**src/rtl/note_sequencer_if.sv**
```systemverilog
// -----------------------------------------------------------------------------
// note_sequencer_if
//
// Purpose:
//   Groups the keypad-side inputs and the tone-datapath-side outputs of the
//   note sequencer into one bundle. The master modport is the side that drives
//   the keypad strobes and codes (encoder / bench). The slave modport is the
//   sequencer itself.
//
// Signals:
//   keycode_i  [3:0]   live note code from the encoder, 0 = no key
//   key_edge           one-cycle strobe, new key press
//   rec_edge           one-cycle strobe, toggle recording
//   play_edge          one-cycle strobe, toggle playback
//   keycode_o  [3:0]   note code to the frequency divider (registered)
//   note_en            keycode_o is a sounding note (registered)
//   state_o    [1:0]   IDLE=0, RECORD=1, PLAY=2
//   step_o     [AW-1:0] current playback index (registered)
//
// DEPTH must match the DEPTH of the note_sequencer bound to this interface.
// -----------------------------------------------------------------------------
interface note_sequencer_if #(
  parameter int DEPTH = 16
);
  localparam int AW = (DEPTH > 1) ? $clog2(DEPTH) : 1;

  logic [3:0]    keycode_i;
  logic          key_edge;
  logic          rec_edge;
  logic          play_edge;
  logic [3:0]    keycode_o;
  logic          note_en;
  logic [1:0]    state_o;
  logic [AW-1:0] step_o;

  modport master (
    output keycode_i, key_edge, rec_edge, play_edge,
    input  keycode_o, note_en, state_o, step_o
  );

  modport slave (
    input  keycode_i, key_edge, rec_edge, play_edge,
    output keycode_o, note_en, state_o, step_o
  );
endinterface

```
**src/rtl/note_sequencer.sv**
```systemverilog
// -----------------------------------------------------------------------------
// note_sequencer
//
// Purpose:
//   Record/playback controller between the keypad encoder and the frequency
//   divider. Passes live notes through, records a sequence of nonzero note
//   codes into a DEPTH-entry buffer, and loops the recorded sequence at one
//   step per STEP_CYCLES clocks. A held live key overrides playback output
//   while the playback position keeps advancing underneath.
//
// Ports:
//   clk    system clock
//   n_rst  asynchronous active-low reset
//   bus    note_sequencer_if.slave (keypad inputs, note/state outputs)
//
// Parameters:
//   DEPTH        buffer entries, power of two, >= 2
//   STEP_CYCLES  clocks per playback step, >= 2
// -----------------------------------------------------------------------------
module note_sequencer #(
  parameter int DEPTH       = 16,
  parameter int STEP_CYCLES = 3000000
) (
  input  logic              clk,
  input  logic              n_rst,
  note_sequencer_if.slave   bus
);

  localparam int AW   = (DEPTH > 1) ? $clog2(DEPTH) : 1;
  localparam int LW   = AW + 1;
  localparam int TW   = (STEP_CYCLES > 1) ? $clog2(STEP_CYCLES) : 1;

  localparam logic [LW-1:0] LEN_FULL   = LW'(DEPTH);
  localparam logic [TW-1:0] TIMER_LAST = TW'(STEP_CYCLES - 1);

  typedef enum logic [1:0] {
    S_IDLE   = 2'd0,
    S_RECORD = 2'd1,
    S_PLAY   = 2'd2
  } state_t;

  // ---------------------------------------------------------------------------
  // State, pointers, counters and registered outputs
  // ---------------------------------------------------------------------------
  state_t          state_q,   state_d;
  logic [AW-1:0]   wr_ptr_q,  wr_ptr_d;
  logic [AW-1:0]   rd_ptr_q,  rd_ptr_d;
  logic [LW-1:0]   length_q,  length_d;
  logic [TW-1:0]   timer_q,   timer_d;
  logic [3:0]      keycode_q, keycode_d;
  logic            note_en_q, note_en_d;

  // Sequence buffer. Deliberately not reset: with length cleared nothing
  // stale in here can ever be addressed.
  logic [3:0]      mem [DEPTH];
  logic            mem_we;
  logic [3:0]      mem_rdata;

  logic            live_key;
  logic            have_seq;
  logic            last_step;

  assign live_key  = (bus.keycode_i != 4'd0);
  assign have_seq  = (length_q != '0);
  // Last stored entry reached: the next step wraps back to index 0.
  assign last_step = ({1'b0, rd_ptr_q} == (length_q - 1'b1));

  // ---------------------------------------------------------------------------
  // Next-state logic
  //   Strobe priority is rec_edge > play_edge > key_edge; the if/else chain in
  //   each state encodes that directly, so a key press that coincides with a
  //   mode change never reaches the write path.
  // ---------------------------------------------------------------------------
  always_comb begin
    state_d  = state_q;
    wr_ptr_d = wr_ptr_q;
    rd_ptr_d = rd_ptr_q;
    length_d = length_q;
    timer_d  = timer_q;
    mem_we   = 1'b0;

    case (state_q)
      S_IDLE: begin
        if (bus.rec_edge) begin
          state_d  = S_RECORD;
          wr_ptr_d = '0;
          length_d = '0;
        end else if (bus.play_edge && have_seq) begin
          state_d  = S_PLAY;
          rd_ptr_d = '0;
          timer_d  = '0;
        end
      end

      S_RECORD: begin
        if (bus.rec_edge) begin
          state_d = S_IDLE;
        end else if (bus.play_edge) begin
          if (have_seq) begin
            state_d  = S_PLAY;
            rd_ptr_d = '0;
            timer_d  = '0;
          end else begin
            state_d = S_IDLE;
          end
        end else if (bus.key_edge && live_key) begin
          mem_we   = 1'b1;
          wr_ptr_d = wr_ptr_q + 1'b1;
          length_d = length_q + 1'b1;
          // The write that fills the buffer also ends recording.
          if (length_q == (LEN_FULL - 1'b1)) begin
            state_d = S_IDLE;
          end
        end
      end

      S_PLAY: begin
        if (bus.rec_edge) begin
          // Starting a new recording throws away the old sequence.
          state_d  = S_RECORD;
          wr_ptr_d = '0;
          length_d = '0;
        end else if (bus.play_edge) begin
          state_d = S_IDLE;
        end else begin
          // The step clock keeps running during a live override so the
          // loop stays in phase when the key is released.
          if (timer_q == TIMER_LAST) begin
            timer_d  = '0;
            rd_ptr_d = last_step ? '0 : (rd_ptr_q + 1'b1);
          end else begin
            timer_d = timer_q + 1'b1;
          end
        end
      end

      default: begin
        state_d = S_IDLE;
      end
    endcase
  end

  // ---------------------------------------------------------------------------
  // Output selection
  //   Driven from the *next* state and read pointer so the registered outputs
  //   line up with the state/step they describe: entering PLAY shows mem[0]
  //   on the first PLAY cycle, a step advance shows the new note together
  //   with the new step_o, and leaving PLAY is immediately live.
  // ---------------------------------------------------------------------------
  assign mem_rdata = mem[rd_ptr_d];

  always_comb begin
    keycode_d = bus.keycode_i;
    note_en_d = live_key;
    if (state_d == S_PLAY) begin
      keycode_d = live_key ? bus.keycode_i : mem_rdata;
      // Stored codes are never zero, so PLAY always sounds.
      note_en_d = 1'b1;
    end
  end

  // ---------------------------------------------------------------------------
  // Registers
  // ---------------------------------------------------------------------------
  always_ff @(posedge clk or negedge n_rst) begin
    if (!n_rst) begin
      state_q   <= S_IDLE;
      wr_ptr_q  <= '0;
      rd_ptr_q  <= '0;
      length_q  <= '0;
      timer_q   <= '0;
      keycode_q <= 4'd0;
      note_en_q <= 1'b0;
    end else begin
      state_q   <= state_d;
      wr_ptr_q  <= wr_ptr_d;
      rd_ptr_q  <= rd_ptr_d;
      length_q  <= length_d;
      timer_q   <= timer_d;
      keycode_q <= keycode_d;
      note_en_q <= note_en_d;
    end
  end

  always_ff @(posedge clk) begin
    if (mem_we) begin
      mem[wr_ptr_q] <= bus.keycode_i;
    end
  end

  // step_o is the read pointer itself; it changes on the same edge as the
  // note it indexes.
  assign bus.keycode_o = keycode_q;
  assign bus.note_en   = note_en_q;
  assign bus.state_o   = state_q;
  assign bus.step_o    = rd_ptr_q;

endmodule
```
**src/flat_wrapper.sv**
```systemverilog
// flat-port wrapper written by rule: the top's interface ports become plain ports
module note_sequencer_flat 
#(
  parameter int DEPTH       = 16,
  parameter int STEP_CYCLES = 3000000
)
  (clk, n_rst, bus_keycode_i, bus_key_edge, bus_rec_edge, bus_play_edge, bus_keycode_o, bus_note_en, bus_state_o, bus_step_o);
  note_sequencer_if #(.DEPTH(DEPTH)) bus_i ();
  input  logic clk;
  input  logic n_rst;
  input wire logic [$bits(bus_i.keycode_i)-1:0] bus_keycode_i;
  input wire logic [$bits(bus_i.key_edge)-1:0] bus_key_edge;
  input wire logic [$bits(bus_i.rec_edge)-1:0] bus_rec_edge;
  input wire logic [$bits(bus_i.play_edge)-1:0] bus_play_edge;
  output wire logic [$bits(bus_i.keycode_o)-1:0] bus_keycode_o;
  output wire logic [$bits(bus_i.note_en)-1:0] bus_note_en;
  output wire logic [$bits(bus_i.state_o)-1:0] bus_state_o;
  output wire logic [$bits(bus_i.step_o)-1:0] bus_step_o;
  assign bus_i.keycode_i = bus_keycode_i;
  assign bus_i.key_edge = bus_key_edge;
  assign bus_i.rec_edge = bus_rec_edge;
  assign bus_i.play_edge = bus_play_edge;
  assign bus_keycode_o = bus_i.keycode_o;
  assign bus_note_en = bus_i.note_en;
  assign bus_state_o = bus_i.state_o;
  assign bus_step_o = bus_i.step_o;
  note_sequencer #(.DEPTH(DEPTH), .STEP_CYCLES(STEP_CYCLES)) u_core (.clk(clk), .n_rst(n_rst), .bus(bus_i));
endmodule
```
**config.mk**
```make
export PLATFORM = sky130hd
export DESIGN_NAME = note_sequencer_flat
export DESIGN_NICKNAME = d
export VERILOG_FILES = /design/src/rtl/note_sequencer_if.sv /design/src/rtl/note_sequencer.sv /design/src/flat_wrapper.sv
export SDC_FILE = /design/constraint.sdc
export NUM_CORES = 1
export LEC_CHECK = 0
export CAP_MARGIN = 20
export CORE_MARGIN = 3
export CORE_UTILIZATION = 30
export DETAILED_ROUTE_END_ITERATION = 16
export PLACE_DENSITY_LB_ADDON = 0.15
export SLEW_MARGIN = 20
export SYNTH_ARGS = -nofsm -noshare
export SYNTH_HDL_FRONTEND = slang
export SYNTH_SLANG_ARGS = --single-unit
```
**constraint.sdc**
```tcl
create_clock -name clk -period 5.9 [get_ports clk]
set_clock_uncertainty 0.1 [all_clocks]
set_input_delay 1.18 -clock clk [delete_from_list [all_inputs] [get_ports clk]]
set_output_delay 1.18 -clock clk [all_outputs]
set_load 0.01 [all_outputs]
```
==> impl_metrics.toml, run 1 <==
[yosys]
ys.flop_type = "edfxtp_1"
syn-num-nets = 437
synth.distinct_cells = 54
ys_ff_latch = 106
syn_area_per_cell_um2 = 12.2
yosys.area.top_type = "edfxtp_1"
yosysTopAreaCellShare_pct = 37.7
syn_area_um2 = 5090
async_reset_ff_share_pct = 39.6
yosys_warnings = 0
synthCells = 419
netlist_top_cells_area = "edfxtp_1 (38%), dfrtp_1 (21%), mux2i_1 (4.7%), nand2_1 (2.8%), xor2_1 (2.4%)"
seq_area_frac_synth_pct = 58.3
synth_edf_count = 64

[timing]
slew_headroom_pct = 33.2
worst_slack_ps = 1390
setup-violations-final = 0
fin_crit_sh_pct = 76.4
period_minus_slack_ps = 4510
rsz0062_at_grt = "no"
hold_viol = 0
fmax_ghz = 0.222
worst_pin_slew_ps = 995
tns_ps = 0
slew_violations = 0

[routing]
vias_per_cell = 4.84
wirelength_mm = 11.3
drcViolationCount = 0
wl_per_cell_um = 17.1
dr.pass1.iters = 4
vias = 3201
drt.antenna.violating_nets = 0
drt_iter0_markers = 139

[worst_hold_path]
holdPathStages = 1
hp-start = "u_core.timer_q[2]"
hold_path_class = "register to register"
whs_endpoint = "u_core.timer_q[2]"

[setup_path]
startpoint_type = "input port"
required_ps = 6040
path_class = "input port to register"
r2r-start = "u_core.length_q[0]"
cp-end-kind = "register"
worstPathMaxFanout = 27
timing.rr.end = "u_core.bus.keycode_o[1]"
crit_arrival_ps = 4640
r2r_slack_ps = 2070
worstSetupStartpoint = "bus_rec_edge"
rr_worst_depth = 11

[die]
die_y_um = 136
start_util_pct = 30.7
num_rows = 47
dieArea_um2 = 18600
core_area_um2 = 16600
design.portCount = 20
fp.dieW_um = 136

[clock_tree]
clock_latency_ps = 350
cts_made_buffers = 9
clockRootBuffer = "clkbuf_16"
clock-sinks = 106
cts_tree = "yes"
cts_setup_buffers = 0
htree_num_levels = 3
clockBufferDepth = 2
clk_pin_slew_worst_paths_ps = 70
postCtsHoldBufs = 0
cts_resized = 0

[job]
maxCapViolCount = 0

[power_and_ir_drop]
switching_share_pct = 26.4
p_seq_share_pct = 49.5
p_int_w = 0.00124
powerDensity_nw_per_um2 = 292
pwr-share-clk_pct = 37.0
combPwrFrac_pct = 13.5
power.switching_w = 0.000445
power_leakage_nw = 2.27
irDropWorstVdd_mv = 0.151

[placement]
place_hpwl_mm = 7.82
port_buffers = 19
gp_congestion = 0.767
pre_cts_slack_ps = 996

[global_route]
met1_usage_pct = 19.5
grt_start_max_net_pins = 43
track_usage_pct = 13.1
grtUsageMet3_pct = 1.85
grt_pass1_wl_mm = 18.3
overflow = 0
grt_util_met2_pct = 19.0
antenna_found_initial = 0
top_usage_layer = "met1"
grt_pass1_vias = 3191

[layout]
final_cell_mix = "edfxtp_1 (64), dfrtp_1 (42), nand2_1 (38), nor2_1 (29), mux2i_1 (24)"
drive_gt1_share_pct = 8.82
final_common_cell = "edfxtp_1"
areaGrowthSynthToFinish_pct = 13.5
nNetsFinal = 455
final_util_pct = 34.9
nFillCells = 1649
antenna_cells = 0

[run_status]
status = "completed"
==> worst max path at each step <==
| stage | end | slack (ps) | cells after the start |
|---|---|---|---|
| after floorplan | u_core.bus.keycode_o[0] | 2450 | 8 |
| after global placement | u_core.bus.keycode_o[1] | 1130 | 10 |
| after detailed placement | u_core.bus.keycode_o[1] | 1000 | 10 |
| after CTS | u_core.bus.keycode_o[1] | 1390 | 10 |
| after global routing | u_core.bus.keycode_o[1] | 1190 | 10 |
| final | u_core.bus.keycode_o[1] | 1390 | 10 |
==> cell usage after synthesis, types with 3 or more instances <==
library cell and count:
a2111o_1 4, a211oi_1 4, a211oi_2 4, a21oi_1 8, a22oi_1 4, and2_1 13, and3_1 11, and4_1 4
buf_4 3, buf_6 3, clkbuf_1 8, dfrtp_1 42, edfxtp_1 64, ha_1 9, inv_1 13, mux2_2 8
mux2i_1 24, nand2_1 38, nand2b_1 5, nand3_1 15, nand3b_1 5, nand4_1 7, nand4b_1 3, nor2_1 29
nor2b_1 7, nor3_1 7, nor4b_1 3, o21ai_0 20, o22ai_1 5, o31ai_1 3, xnor2_1 6, xor2_1 14
==> registers in the layout, summed over array words and instances (netlist names) <==
| name | count |
|---|---|
| u_core.length_q | 5 |
| u_core.timer_q | 22 |
| u_core.mem | 64 |
| u_core.bus.note_en | 1 |
| u_core.wr_ptr_q | 4 |
| u_core.bus.state_o | 2 |
| u_core.bus.step_o | 4 |
| u_core.bus.keycode_o | 4 |
==> layout make-up <==
type / instances / area (um^2) / area share (%)
sequential: 106 / 2970 / 51.4
clock buffer: 9 / 225 / 3.89
timing repair buffer: 23 / 218 / 3.76
clock inverter: 7 / 85.1 / 1.47
inverter: 13 / 48.8 / 0.844
tap: 220 / 275 / 4.76
multi-input combinational: 284 / 1960 / 33.9
==> through the flow <==
stage	power, W	instances	cell area, um^2	hold slack (ps)
floorplan	0.00102	419	5090	370
global placement	0.00108	646	5470	404
detailed placement	0.00108	646	5470	406
CTS	0.00171	662	5780	420
global route	0.00176	662	5780	456
finish	0.00169	662	5780	418
==> cell families (layout without fill, tap and decap cells) <==
family	after synthesis	in the layout	synth area share (%)
xor+xnor	20	20	3.44
buf+inv	29	52	3.24
fa+ha+maj	9	9	2.21
flops	106	106	58.3
compound gates	65	65	9.21
simple gates	158	158	17.1
mux	32	32	6.48
==> routing by layer <==
layer / share of wire [%] / wire length, um / vias to the layer above
met2: 45 / 5130 / 31
met4: 1.7 / 193 / 0
met3: 2.2 / 248 / 12
li1: - / - / 1584
met1: 51 / 5740 / 1574
met5: 0 / 0 / -
==> power groups by stage <==
stage	Clock (W)	Sequential (W)	Combinational, W
CTS	0.000642	0.000836	0.000233
global placement	0	0.000852	0.000229
global route	0.000670	0.000840	0.000254
floorplan	0	0.000846	0.000172
finish	0.000624	0.000836	0.000228
detailed placement	0	0.000851	0.000232
==> critical path, stage by stage <==
cell and delay (ps):
clkdlybuf4s50_1 570, or4b_1 590, nor3_1 230, a211o_1 170, o31a_2 650, buf_4 350, mux2i_1 230, mux2_2 170
o22ai_1 70, a2111o_1 390
(Power assumes the default switching activity.)
==> run 2: changes to the inputs <==
==> constraint.sdc (replaced) <==
create_clock -name clk -period 4.4 [get_ports clk]
set_clock_uncertainty 0.1 [all_clocks]
set_input_delay 0.88 -clock clk [delete_from_list [all_inputs] [get_ports clk]]
set_output_delay 0.88 -clock clk [all_outputs]
set_load 0.01 [all_outputs]
==> run 2 against run 1 <==
Compared with the run above: clock power rose by 26%; clock-buffer cell count up 1; hold slack better by 3.9 ps; critical path depth unchanged; cell area is 0.30% higher; critical endpoint is now u_core.bus.keycode_o[3]; critical path type unchanged; combinational power increased by 41%; first-iteration DRC count up 22%; flip-flop and latch count is the same.
==> impl_metrics.toml, run 2 (synthesized netlist as in run 1, its figures left out) <==
[setup_path]
crit_chain = "clkdlybuf4s50_1 -> or4b_1 -> nor3_1 -> a211o_1 -> o31a_2 -> buf_12 -> mux2i_1 -> mux2_2 -> o22ai_1 -> a2111o_1"
crit_arrival_ps = 3750
cp-end-kind = "register"
r2r_slack_ps = 980
rr_worst_depth = 10
cp_slowest_cell = "or4b_1"
required_ps = 4540
r2r-start = "u_core.length_q[0]"
max_stage_delay_ps = 560
worstPathMaxFanout = 37
path_class = "input port to register"
startpoint_type = "input port"
crit_family = "simple AND/OR/NAND/NOR gates"
timing.rr.end = "u_core.bus.keycode_o[0]"
path_buf_inv = 2

[clock_tree]
cts_tree = "yes"
postCtsHoldBufs = 0
clock_latency_ps = 350
clk_pin_slew_worst_paths_ps = 80
cts_made_buffers = 9
clockRootBuffer = "clkbuf_16"
clockBufferDepth = 2
clock-sinks = 106
cts_setup_buffers = 0
cts_resized = 0
htree_num_levels = 3

[run_status]
status = "completed"

[placement]
post_dp_cell_area_um2 = 5510
dp.cells = 650
gp_congestion = 0.807
pre_cts_slack_ps = 420
port_buffers = 19
place_hpwl_mm = 8.27

[routing]
drcViolationCount = 0
vias_per_cell = 4.96
drt_iter0_markers = 169
wl_per_cell_um = 17.7
wirelength_mm = 11.8
drt.antenna.violating_nets = 0
vias = 3305
dr.pass1.iters = 4

[layout]
max_flop_register = "u_core.mem"
fin_cells = 666
nFillCells = 1668
multi_input_area_um2 = 1960
areaGrowthSynthToFinish_pct = 13.9
nNetsFinal = 459
drive_gt1_share_pct = 9.64
antenna_cells = 0
largestRegisters = "u_core.mem: 64 flops, u_core.timer_q: 22 flops, u_core.length_q: 5 flops"
seq_area_um2 = 2970
largest_reg_flops = 64
final_common_cell = "edfxtp_1"
design_area_um2 = 5800
final_cell_mix = "edfxtp_1 (64), dfrtp_1 (42), nand2_1 (38), nor2_1 (29), mux2i_1 (24)"

[power_and_ir_drop]
power_w = 0.00223
powerDensity_nw_per_um2 = 384
irDropWorstVdd_mv = 0.184
power_leakage_nw = 2.28

[die]
num_rows = 47
design.portCount = 20
core_area_um2 = 16600
start_util_pct = 30.7
dieArea_um2 = 18600
die_y_um = 136
fp.dieW_um = 136

[timing]
rsz0062_at_grt = "no"
fin_crit_sh_pct = 82.0
hold_viol = 0
slew_headroom_pct = 54.7
tns_ps = 0
slew_violations = 0
worst_pin_slew_ps = 674
fmax_ghz = 0.277
period_minus_slack_ps = 3610
worst_slack_ps = 790
setup-violations-final = 0

[worst_hold_path]
whs_endpoint = "u_core.timer_q[3]"
holdPathStages = 1
hold_path_class = "register to register"
hp-start = "u_core.timer_q[3]"

[global_route]
grt_pass1_wl_mm = 18.7
overflow = 0
antenna_found_initial = 0
grt_start_max_net_pins = 43
track_usage_pct = 13.4
grt_pass1_vias = 3368

[job]
maxCapViolCount = 0
==> run 2: power by group <==
part / total [W] / internal [W] / switching, W
Sequential: 0.00112 / 0.00108 / 0.0000412
Combinational: 0.000321 / 0.000143 / 0.000178
Clock: 0.000785 / 0.000399 / 0.000386
Total: 0.00223 / 0.00162 / 0.000605
==> run 2: layout make-up <==
| cell class | count | share of cell area (%) |
|---|---|---|
| clock buffers | 10 | 3.95 |
| clock inverters | 6 | 0.971 |
| inverters | 13 | 0.841 |
| multi-input cells | 284 | 33.8 |
| flip-flops and latches | 106 | 51.3 |
| well taps | 220 | 4.75 |
| repair buffers | 27 | 4.49 |
==> run 2: worst max path at each step <==
stage                  start                 endpoint  slack (ps)  cells past startpoint
2_1_floorplan  bus_play_edge  u_core.bus.keycode_o[0]        1250                      8
3_3_place_gp    bus_rec_edge  u_core.bus.keycode_o[2]         490                     10
3_5_place_dp    bus_rec_edge  u_core.bus.keycode_o[3]         420                     10
4_1_cts         bus_rec_edge  u_core.bus.keycode_o[3]         800                     10
5_1_grt         bus_rec_edge  u_core.bus.keycode_o[3]         650                     10
6_report        bus_rec_edge  u_core.bus.keycode_o[3]         790                     10
==> run 2: metal layers <==
layer | routed length (um) | GRT usage (%)
met1 | 5730 | 18.5
met2 | 5590 | 21.2
met3 | 390 | 2.89
met4 | 93 | 3.70
met5 | 0 | 0
==> run 2: through the flow <==
step | utilization [%] | hold slack (ps)
2_1_floorplan | - | 370
3_3_place_gp | 33.2 | 396
3_5_place_dp | 33.2 | 410
4_1_cts | 35.0 | 425
5_1_grt | 35.0 | 462
6_report | 35.0 | 422
==> run 3: changes to the inputs <==
==> constraint.sdc (replaced) <==
create_clock -name clk -period 3.3 [get_ports clk]
set_clock_uncertainty 0.1 [all_clocks]
set_input_delay 0.66 -clock clk [delete_from_list [all_inputs] [get_ports clk]]
set_output_delay 0.66 -clock clk [all_outputs]
set_load 0.01 [all_outputs]
==> run 3 against run 2 <==
Compared with the run above: die area unchanged; final cell count up 4.2%; wire length up 0.51%; via count up 3.5%; critical path type unchanged; first-iteration DRC count up 76%; non-clock buffer count up 29; core utilization up 1.7 points; combinational power up 65%; global-route usage about the same; cell area up 4.8%; worst setup slack worse by 630 ps; sequential power up 33%.
==> impl_metrics.toml, run 3 (synthesized netlist as in run 1, its figures left out) <==
[run_status]
status = "completed"

[placement]
gp_congestion = 0.798
pre_cts_slack_ps = -343
port_buffers = 19
place_hpwl_mm = 8.30

[routing]
drt.antenna.violating_nets = 0
wirelength_mm = 11.9
vias_per_cell = 4.93
wl_per_cell_um = 17.1
drcViolationCount = 0
vias = 3421
drt_iter0_markers = 298
dr.pass1.iters = 4

[power_and_ir_drop]
irDropWorstVdd_mv = 0.270
switching_share_pct = 26.6
pwr-share-clk_pct = 33.1
power_leakage_nw = 2.47
combPwrFrac_pct = 17.5
p_int_w = 0.00222
power.switching_w = 0.000802
powerDensity_nw_per_um2 = 497
p_seq_share_pct = 49.4

[timing]
worst_pin_slew_ps = 685
fin_crit_sh_pct = 95.2
rsz0062_at_grt = "yes"
fin_hold_ws_ps = 212
worst_slack_ps = 159
setup-violations-final = 0
hold_viol = 0
period_minus_slack_ps = 3140
slew_violations = 0
slew_headroom_pct = 54.0
fmax_ghz = 0.318

[setup_path]
startpoint_type = "input port"
timing.rr.end = "u_core.bus.keycode_o[1]"
crit_chain = "clkdlybuf4s50_1 -> or4b_1 -> nor3_2 -> a211o_1 -> o31a_4 -> buf_12 -> mux2i_1 -> mux2_2 -> o22ai_1 -> a2111o_1"
cp-end-kind = "register"
cp-endpoint = "u_core.bus.keycode_o[2]"
cp_slowest_cell = "or4b_1"
r2r_slack_ps = 230
r2r-start = "u_core.length_q[1]"
max_stage_delay_ps = 570
rr_worst_depth = 12
path_class = "input port to register"
path_buf_inv = 2
cp_num_cells = 10
crit_arrival_ps = 3270
worstPathMaxFanout = 12
crit_family = "compound AO/OA/AOI/OAI gates"
required_ps = 3430
worstSetupStartpoint = "bus_play_edge"

[layout]
largest_reg_flops = 64
max_flop_register = "u_core.mem"
largestRegisters = "u_core.mem: 64 flops, u_core.timer_q: 22 flops, u_core.length_q: 5 flops"
antenna_cells = 0
final_util_pct = 36.7
nNetsFinal = 488
final_cell_mix = "edfxtp_1 (64), dfrtp_1 (42), nand2_1 (38), buf_4 (34), nor2_1 (29)"
areaGrowthSynthToFinish_pct = 19.3
drive_gt1_share_pct = 15.8
nFillCells = 1636
final_common_cell = "edfxtp_1"

[global_route]
grt_start_max_net_pins = 43
grt_pass1_wl_mm = 18.7
antenna_found_initial = 0
overflow = 0
grt_pass1_vias = 3377
track_usage_pct = 13.3

[die]
dieArea_um2 = 18600
core_area_um2 = 16600
design.portCount = 20
die_y_um = 136
num_rows = 47
start_util_pct = 30.7
fp.dieW_um = 136

[clock_tree]
clockRootBuffer = "clkbuf_16"
clock-sinks = 106
clockBufferDepth = 2
cts_tree = "yes"
clock_latency_ps = 350
clk_pin_slew_worst_paths_ps = 70
htree_num_levels = 3
cts_made_buffers = 9

[job]
maxCapViolCount = 0

[worst_hold_path]
hold_path_class = "input port to asynchronous set/reset pin"
run 3: cell types whose count changed in the layout (fill, tap and decap cells not counted), sizes merged:
cell | previous run | this run
buf | 9 | 37
clkinv | 0 | 3
inv | 18 | 15
run 3: power groups by stage:
stage	Clock [W]	Sequential [W]	Combinational, W
floorplan	0	0.00151	0.000308
global placement	0	0.00152	0.000489
detailed placement	0	0.00152	0.000494
CTS	0.00104	0.00149	0.000497
global route	0.00108	0.00150	0.000577
finish	0.000999	0.00149	0.000529
run 3: worst min path at each step:
stage	slack [ps]	endpoint	cells past startpoint	startpoint
global placement	400	u_core.timer_q[2]	1	u_core.timer_q[2]
CTS	410	u_core.timer_q[2]	1	u_core.timer_q[2]
floorplan	260	u_core.bus.keycode_o[0]	0	n_rst
global route	250	u_core.timer_q[3]	1	n_rst
finish	210	u_core.timer_q[5]	1	n_rst
detailed placement	400	u_core.timer_q[2]	1	u_core.timer_q[2]
run 3: what timing repair did:
item / 4_1_cts / 5_1_grt
setup buffers: 0 / 3
resized for setup: 0 / 6
endpoints found under the setup margin: 0 / 4
endpoints found under the hold margin: 0 / 0
hold buffers: 0 / 0
run 3: per-stage QoR:
stage	cell area [um^2]	TNS (ps)	total power [W]	instances
after floorplan	5090	0	0.00182	419
final	6080	0	0.00302	694
after detailed placement	5730	-1280	0.00201	675
after global routing	6080	-1.58	0.00316	694
after CTS	5990	0	0.00303	690
after global placement	5730	-1100	0.00201	675
run 3: area by class of cell:
| type | count | area [um^2] | share of cell area [%] |
|---|---|---|---|
| flip-flops and latches | 106 | 2970 | 48.9 |
| multi-input cells | 284 | 2000 | 32.8 |
| repair buffers | 56 | 520 | 8.56 |
| well taps | 220 | 275 | 4.53 |
| clock buffers | 9 | 225 | 3.71 |
| inverters | 13 | 48.8 | 0.803 |
| clock inverters | 6 | 40.0 | 0.659 |
run 3: per-layer routing:
metal / up-vias / share of wire (%) / wire (um) / track usage [%]
li1: 1648 / - / - / -
met1: 1700 / 48 / 5700 / 18.3
met2: 59 / 47 / 5520 / 20.9
met3: 14 / 3.4 / 399 / 2.70
met4: 0 / 2.1 / 248 / 4.87
met5: - / 0 / 0 / 0
